**src/rtl/commit_pkg.sv**
```systemverilog
// Shared definitions for the commit/writeback stage: writeback source select codes
// and the fixed instruction word width.
package commit_pkg;

    typedef enum logic [1:0] {
        SEL_ALU = 2'd0,
        SEL_MEM = 2'd1,
        SEL_PC4 = 2'd2,
        SEL_RSV = 2'd3
    } wsel_e;

    localparam int INST_W = 32;

endpackage

```
**src/rtl/commit_fifo.sv**
```systemverilog
// Generic in-order DEPTH x W queue with push/pop/flush. Pointers carry one extra
// wrap bit so full and empty can be told apart without a separate counter.
module commit_fifo #(
    parameter int DEPTH = 2,
    parameter int W     = 8
) (
    input  logic                     clock,
    input  logic                     reset,
    input  logic                     flush,
    input  logic                     push,
    input  logic                     pop,
    input  logic [W-1:0]             wdata,
    output logic [W-1:0]             rdata,
    output logic [$clog2(DEPTH):0]   count,
    output logic                     full,
    output logic                     empty
);
    localparam int AW = $clog2(DEPTH);

    logic [AW:0]  wr_ptr_reg;
    logic [AW:0]  rd_ptr_reg;
    logic [W-1:0] mem [DEPTH];

    always_ff @(posedge clock) begin
        if (reset) begin
            wr_ptr_reg <= '0;
            rd_ptr_reg <= '0;
        end else if (flush) begin
            // Dropping everything is just catching the read pointer up.
            rd_ptr_reg <= wr_ptr_reg;
        end else begin
            if (push) wr_ptr_reg <= wr_ptr_reg + 1'b1;
            if (pop)  rd_ptr_reg <= rd_ptr_reg + 1'b1;
        end
    end

    always_ff @(posedge clock) begin
        if (push && !flush) mem[wr_ptr_reg[AW-1:0]] <= wdata;
    end

    assign rdata = mem[rd_ptr_reg[AW-1:0]];
    assign count = wr_ptr_reg - rd_ptr_reg;
    assign empty = (wr_ptr_reg == rd_ptr_reg);
    assign full  = (wr_ptr_reg[AW] != rd_ptr_reg[AW]) &&
                   (wr_ptr_reg[AW-1:0] == rd_ptr_reg[AW-1:0]);

endmodule

```
**src/rtl/commit_queue.sv**
```systemverilog
// Commit/writeback stage: resolves the writeback mux at enqueue, queues entries in
// order and retires at most one per cycle into registered GPR/CSR strobes and trace.
module commit_queue
    import commit_pkg::*;
#(
    parameter int XLEN       = 32,
    parameter int DEPTH      = 2,
    parameter int RADDR_W    = 5,
    parameter int CSR_ADDR_W = 12
) (
    input  logic                      clock,
    input  logic                      reset,
    input  logic                      flush_i,
    input  logic                      retire_en_i,
    input  logic                      in_valid_i,
    output logic                      in_ready_o,
    input  logic [XLEN-1:0]           pc_i,
    input  logic [INST_W-1:0]         inst_i,
    input  logic [1:0]                wsel_i,
    input  logic                      wena_i,
    input  logic [RADDR_W-1:0]        waddr_i,
    input  logic [XLEN-1:0]           alu_result_i,
    input  logic [XLEN-1:0]           mem_result_i,
    input  logic                      csr_wena_i,
    input  logic [CSR_ADDR_W-1:0]     csr_waddr_i,
    input  logic [XLEN-1:0]           csr_wdata_i,
    output logic                      wena_o,
    output logic [RADDR_W-1:0]        waddr_o,
    output logic [XLEN-1:0]           wdata_o,
    output logic                      csr_wena_o,
    output logic [CSR_ADDR_W-1:0]     csr_waddr_o,
    output logic [XLEN-1:0]           csr_wdata_o,
    output logic                      commit_o,
    output logic [XLEN-1:0]           commit_pc_o,
    output logic [INST_W-1:0]         commit_inst_o,
    output logic [$clog2(DEPTH):0]    count_o,
    output logic [63:0]               instret_o
);
    typedef struct packed {
        logic [XLEN-1:0]       pc;
        logic [INST_W-1:0]     inst;
        logic                  wena;
        logic [RADDR_W-1:0]    waddr;
        logic [XLEN-1:0]       wdata;
        logic                  csr_wena;
        logic [CSR_ADDR_W-1:0] csr_waddr;
        logic [XLEN-1:0]       csr_wdata;
    } entry_t;

    entry_t          in_entry;
    entry_t          head_entry;
    logic [XLEN-1:0] wdata_sel;
    logic            fifo_full;
    logic            fifo_empty;
    logic            push;
    logic            pop;

    logic                  wena_reg;
    logic [RADDR_W-1:0]    waddr_reg;
    logic [XLEN-1:0]       wdata_reg;
    logic                  csr_wena_reg;
    logic [CSR_ADDR_W-1:0] csr_waddr_reg;
    logic [XLEN-1:0]       csr_wdata_reg;
    logic                  commit_reg;
    logic [XLEN-1:0]       commit_pc_reg;
    logic [INST_W-1:0]     commit_inst_reg;
    logic [63:0]           instret_reg;

    // A retiring head frees a slot, so a full queue still accepts in the same cycle.
    assign pop        = retire_en_i && !fifo_empty && !flush_i;
    assign in_ready_o = !fifo_full || pop;
    assign push       = in_valid_i && in_ready_o && !flush_i;

    always_comb begin
        wdata_sel = alu_result_i;
        case (wsel_e'(wsel_i))
            SEL_MEM: wdata_sel = mem_result_i;
            SEL_PC4: wdata_sel = pc_i + XLEN'(4);
            default: wdata_sel = alu_result_i;
        endcase
    end

    always_comb begin
        in_entry           = '0;
        in_entry.pc        = pc_i;
        in_entry.inst      = inst_i;
        in_entry.wena      = wena_i;
        in_entry.waddr     = waddr_i;
        in_entry.wdata     = wdata_sel;
        in_entry.csr_wena  = csr_wena_i;
        in_entry.csr_waddr = csr_waddr_i;
        in_entry.csr_wdata = csr_wdata_i;
    end

    commit_fifo #(
        .DEPTH (DEPTH),
        .W     ($bits(entry_t))
    ) u_fifo (
        .clock (clock),
        .reset (reset),
        .flush (flush_i),
        .push  (push),
        .pop   (pop),
        .wdata (in_entry),
        .rdata (head_entry),
        .count (count_o),
        .full  (fifo_full),
        .empty (fifo_empty)
    );

    always_ff @(posedge clock) begin
        if (reset) begin
            wena_reg        <= 1'b0;
            waddr_reg       <= '0;
            wdata_reg       <= '0;
            csr_wena_reg    <= 1'b0;
            csr_waddr_reg   <= '0;
            csr_wdata_reg   <= '0;
            commit_reg      <= 1'b0;
            commit_pc_reg   <= '0;
            commit_inst_reg <= '0;
            instret_reg     <= '0;
        end else begin
            wena_reg     <= 1'b0;
            csr_wena_reg <= 1'b0;
            commit_reg   <= 1'b0;
            if (pop) begin
                // Writes to x0 still retire; only the register-file strobe is masked.
                wena_reg        <= head_entry.wena && (head_entry.waddr != '0);
                waddr_reg       <= head_entry.waddr;
                wdata_reg       <= head_entry.wdata;
                csr_wena_reg    <= head_entry.csr_wena;
                csr_waddr_reg   <= head_entry.csr_waddr;
                csr_wdata_reg   <= head_entry.csr_wdata;
                commit_reg      <= 1'b1;
                commit_pc_reg   <= head_entry.pc;
                commit_inst_reg <= head_entry.inst;
                instret_reg     <= instret_reg + 64'd1;
            end
        end
    end

    assign wena_o        = wena_reg;
    assign waddr_o       = waddr_reg;
    assign wdata_o       = wdata_reg;
    assign csr_wena_o    = csr_wena_reg;
    assign csr_waddr_o   = csr_waddr_reg;
    assign csr_wdata_o   = csr_wdata_reg;
    assign commit_o      = commit_reg;
    assign commit_pc_o   = commit_pc_reg;
    assign commit_inst_o = commit_inst_reg;
    assign instret_o     = instret_reg;

endmodule
```
**config.mk**
```make
export PLATFORM = sky130hd
export DESIGN_NAME = commit_queue
export DESIGN_NICKNAME = d
export VERILOG_FILES = /design/src/rtl/commit_pkg.sv /design/src/rtl/commit_fifo.sv /design/src/rtl/commit_queue.sv
export SDC_FILE = /design/constraint.sdc
export NUM_CORES = 1
export LEC_CHECK = 0
export BUFFER_PORTS_ARGS = -buffer_cell sky130_fd_sc_hd__buf_2
export CAP_MARGIN = 20
export CORE_MARGIN = 4
export CORE_UTILIZATION = 49
export CTS_CLUSTER_SIZE = 8
export DETAILED_ROUTE_END_ITERATION = 7
export GPL_TIMING_DRIVEN = 0
export HOLD_SLACK_MARGIN = 0.02
export PLACE_DENSITY = 0.73
export RECOVER_POWER = 100
export SLEW_MARGIN = 20
export SYNTH_ARGS = -nofsm -noshare
export SYNTH_HDL_FRONTEND = slang
export SYNTH_SLANG_ARGS = --single-unit
```
**constraint.sdc**
```tcl
create_clock -name clock -period 12.4 [get_ports clock]
set_input_delay 3.1 -clock clock [delete_from_list [all_inputs] [get_ports clock]]
set_output_delay 3.1 -clock clock [all_outputs]
set_load 0.005 [all_outputs]
```
==> impl_metrics.prom <==
# TYPE chip_impl_metric gauge
chip_impl_info{name="status",value="complete, but fails checks"} 1
chip_impl_info{name="failed_checks",value="capacitance limit, slew limit"} 1
chip_impl_info{name="synth_largest_area_cell",value="edfxtp_1"} 1
chip_impl_metric{name="detail_route.iter0.violations",unit=""} 1058
chip_impl_metric{name="cts_bufs_inserted",unit=""} 73
chip_impl_metric{name="max_cap_viol_count",unit=""} 7
chip_impl_info{name="critical-path-top-delay-family",value="buffers and inverters"} 1
chip_impl_metric{name="hpwlAfterDp",unit="um"} 37650
chip_impl_metric{name="initial_core_utilization",unit=""} 0.5008
chip_impl_metric{name="finClkSkew",unit="ns"} 0.01978
chip_impl_metric{name="finish.net_count",unit=""} 2198
chip_impl_metric{name="post_drt_wl_per_cell",unit="um"} 20.65
chip_impl_metric{name="cp_max_fo",unit=""} 46
chip_impl_metric{name="layout_min_cycle_time",unit="ns"} 9.044
chip_impl_metric{name="synth_area",unit="um^2"} 19530
chip_impl_metric{name="synthArstFlopShare",unit=""} 0
chip_impl_metric{name="setup_total_negative_slack",unit="ns"} 0
chip_impl_info{name="clock_tree_from_tritoncts",value="built"} 1
chip_impl_metric{name="top_level_ports",unit=""} 401
chip_impl_metric{name="grt_max_degree",unit=""} 47
chip_impl_metric{name="timing.critical_path.required",unit="ns"} 12.64
chip_impl_metric{name="worstSkewPairLatency",unit="ns"} 0.57
chip_impl_metric{name="yosysWarnings",unit=""} 0
chip_impl_info{name="min_from",value="csr_wdata_o[26]"} 1
chip_impl_metric{name="timing_limited_maximum_frequency",unit="GHz"} 0.1106
chip_impl_metric{name="worstMarginPinSlew",unit="ns"} 2.616
chip_impl_metric{name="hold_bufs_inserted_after_cts",unit=""} 0
chip_impl_metric{name="totalWireLength",unit="um"} 53330
chip_impl_info{name="grt_setup_unrepaired",value="false"} 1
chip_impl_info{name="crit_path_cell_trace",value="clkbuf_1 -> inv_1 -> a311oi_1 -> and2_0 -> clkbuf_1 -> clkbuf_1 -> buf_16"} 1
chip_impl_metric{name="vias_in_the_first_global_route",unit=""} 14270
chip_impl_metric{name="ys_ff_latch",unit=""} 511
chip_impl_metric{name="post_cts.resized_instances",unit=""} 0
chip_impl_metric{name="numPortBuffers",unit=""} 398
chip_impl_metric{name="cp_data_arrival_time",unit="ns"} 9.28
chip_impl_metric{name="hold_violations",unit=""} 0
chip_impl_metric{name="clock_sinks",unit=""} 511
chip_impl_info{name="worst-setup-path-type",value="input pin to register"} 1
chip_impl_metric{name="via_count",unit=""} 14390
chip_impl_metric{name="final_cells",unit=""} 2583
chip_impl_info{name="critical_path.reg2reg.startpoint",value="u_fifo.wr_ptr_reg[0]"} 1
chip_impl_info{name="hold_path_class",value="register to register"} 1
chip_impl_metric{name="slew_viol_final",unit=""} 188
chip_impl_metric{name="total_leakage_power",unit="nW"} 8.131
chip_impl_metric{name="chipHeight",unit="um"} 207.7
chip_impl_metric{name="reg2reg_depth",unit=""} 8
chip_impl_metric{name="syn2layout_area_growth",unit="%"} 23.35
chip_impl_metric{name="antenna_violations_before_repair",unit=""} 2
chip_impl_info{name="synth.top_cells.by_count",value="edfxtp_1, dfxtp_1, nor2_1"} 1
chip_impl_metric{name="post_route_cells_drive_above_1_share",unit=""} 0.1315
chip_impl_metric{name="dpl.cell_count",unit=""} 2450
chip_impl_info{name="most_area_consuming_cells_after_synthesis",value="edfxtp_1, dfxtp_1, mux2i_1, a211oi_1, nor2_1"} 1
chip_impl_info{name="crit_path_start",value="retire_en_i"} 1
chip_impl_info{name="endpoint_kind",value="register"} 1
chip_impl_info{name="critical_path.reg2reg.endpoint",value="u_fifo.mem[0][47]"} 1
chip_impl_metric{name="synth-seq-area-share",unit=""} 0.6743
chip_impl_metric{name="sequential_cell_area",unit="um^2"} 13170
chip_impl_metric{name="postSynthNetCount",unit=""} 1719
chip_impl_metric{name="critical-path-max-stage-delay",unit="ns"} 1.95
chip_impl_metric{name="design_power_total",unit="mW"} 4.035
chip_impl_metric{name="vdd.ir_drop.worst",unit="mV"} 0.1213
chip_impl_metric{name="fillers",unit=""} 3136
chip_impl_metric{name="finalCritPeriodShare",unit=""} 0.7294
chip_impl_metric{name="number_of_instances_in_the_synthesized_netlist",unit=""} 1528
chip_impl_metric{name="critical_path_buf_inv_count",unit=""} 5
chip_impl_metric{name="die_w",unit="um"} 207.7
chip_impl_info{name="cts.root.buffer_cell",value="clkbuf_16"} 1
chip_impl_metric{name="cts.repair_timing.setup_buffer_count",unit=""} 0
chip_impl_metric{name="core",unit="um^2"} 39010
chip_impl_metric{name="drt-vias-per-instance",unit=""} 5.572
chip_impl_metric{name="edff_count_synth",unit=""} 294
chip_impl_metric{name="clock_transition_at_the_registers_of_the_reported_paths",unit="ns"} 0.05
chip_impl_metric{name="fp.dieArea",unit="um^2"} 43130
chip_impl_metric{name="rows",unit=""} 72
chip_impl_metric{name="multi_input_comb_area",unit="um^2"} 5868
chip_impl_metric{name="relSlewSlack",unit=""} -0.7438
chip_impl_metric{name="detailedRoute.firstPassIterationCount",unit=""} 5
chip_impl_metric{name="timing.hold.worst_path_depth",unit=""} 2
chip_impl_metric{name="max-clock-path-buffers",unit=""} 3
chip_impl_metric{name="routabilityCongestion",unit=""} 0.9056
chip_impl_metric{name="cts_h_tree_depth",unit=""} 3
chip_impl_metric{name="areal_power_density_over_the_cells",unit="nW/um^2"} 167.5
chip_impl_metric{name="route.detailed.drc",unit=""} 0
chip_impl_info{name="cpMostUsedCell",value="clkbuf_1"} 1
chip_impl_metric{name="synthDistinctLibCells",unit=""} 40
chip_impl_metric{name="largest_register_ff_count",unit=""} 294
chip_impl_metric{name="reg2reg_slack",unit="ns"} 5.34
chip_impl_metric{name="report.final.setup_viol",unit=""} 0
chip_impl_info{name="synth-main-ff-cell",value="edfxtp_1"} 1
chip_impl_metric{name="postSynthAreaPerCell",unit="um^2"} 12.78
chip_impl_metric{name="hold-worst-slack",unit="ns"} 0.4950
chip_impl_info{name="start_kind",value="input pin"} 1
chip_impl_info{name="critical_path.slowest_cell",value="clkbuf_1"} 1
chip_impl_metric{name="synth_top_area_share",unit=""} 0.4519
chip_impl_info{name="yosysMostFrequentCell",value="edfxtp_1"} 1
chip_impl_metric{name="grt_first_pass_wirelength",unit="um"} 80860
chip_impl_metric{name="grt_overflow",unit=""} 0
chip_impl_info{name="hold_path_end",value="csr_wdata_o[26]"} 1
chip_impl_metric{name="postRouteAntennaNets",unit=""} 0
chip_impl_metric{name="global_route.usage.total",unit=""} 0.2364
## report_power, final
group	switching [mW]	leakage, nW	internal, mW
clock network	0.679	1.02	1.14
logic	0.196	2.65	0.111
registers	0.0291	4.47	1.88
total	0.904	8.13	3.13
## worst min-delay path: cells and delay by family (launching register included)
| kind | cells | cell delay (ns) |
|---|---|---|
| AOI/OAI and AO/OA | 1 | 0.05 |
| DFF | 1 | 0.30 |
| and+or+nand+nor | 1 | 0.09 |
## layout by cell type, fill, tap and decap left out, types with 41 or more instances in the layout
cell	n
o21ai_0	54
edfxtp_1	294
dfxtp_1	217
a211oi_1	148
buf_2	185
mux2i_1	147
clkbuf_16	77
nand2_1	41
nor2_1	200
clkbuf_1	358
## per-layer routing
layer | up-vias | wire length [um] | global-route usage
li1 | 6693 | - | -
met1 | 6979 | 21880 | 0.3077
met2 | 614 | 25960 | 0.3979
met3 | 107 | 3780 | 0.04624
met4 | 0 | 1716 | 0.08448
met5 | - | 0 | 0
## through the flow
stage	worst slack [ns]	area, um^2	util
floorplan	4.873	19540	-
global placement	2.594	22180	0.5685
detailed placement	5.093	22330	0.5724
CTS	5.095	24460	0.6271
global route	2.722	24090	0.6177
finish	3.356	24100	0.6178
## kinds of logic after synthesis
logic type / synth area share
xor+xnor: 0.03049
simple gates: 0.09415
flops: 0.6743
compound gates: 0.09851
mux: 0.07532
fa+ha+maj: 0.003202
buf+inv: 0.02402
## area by class of cell
type / instances / share of cell area
Clock buffer: 127 / 0.08775
Inverter: 26 / 0.004050
Sequential cell: 511 / 0.5467
Clock inverter: 2 / 0.0007269
Timing Repair Buffer: 404 / 0.07477
Multi-Input combinational cell: 896 / 0.2435
Antenna cell: 4 / 0.0004154
Tap cell: 518 / 0.02690
Buffer: 95 / 0.01521
## how the worst max path moves through the flow
stage                         end  slack [ns]  depth (start not counted)
2_1_floorplan    u_fifo.mem[1][0]        4.87                          3
3_3_place_gp   u_fifo.mem[1][108]        2.59                          4
3_5_place_dp           in_ready_o        5.09                          5
4_1_cts                in_ready_o        5.09                          5
5_1_grt         u_fifo.mem[0][53]        2.72                          7
6_report        u_fifo.mem[0][47]        3.36                          7
Note: power is estimated with default switching activity, not from simulation.
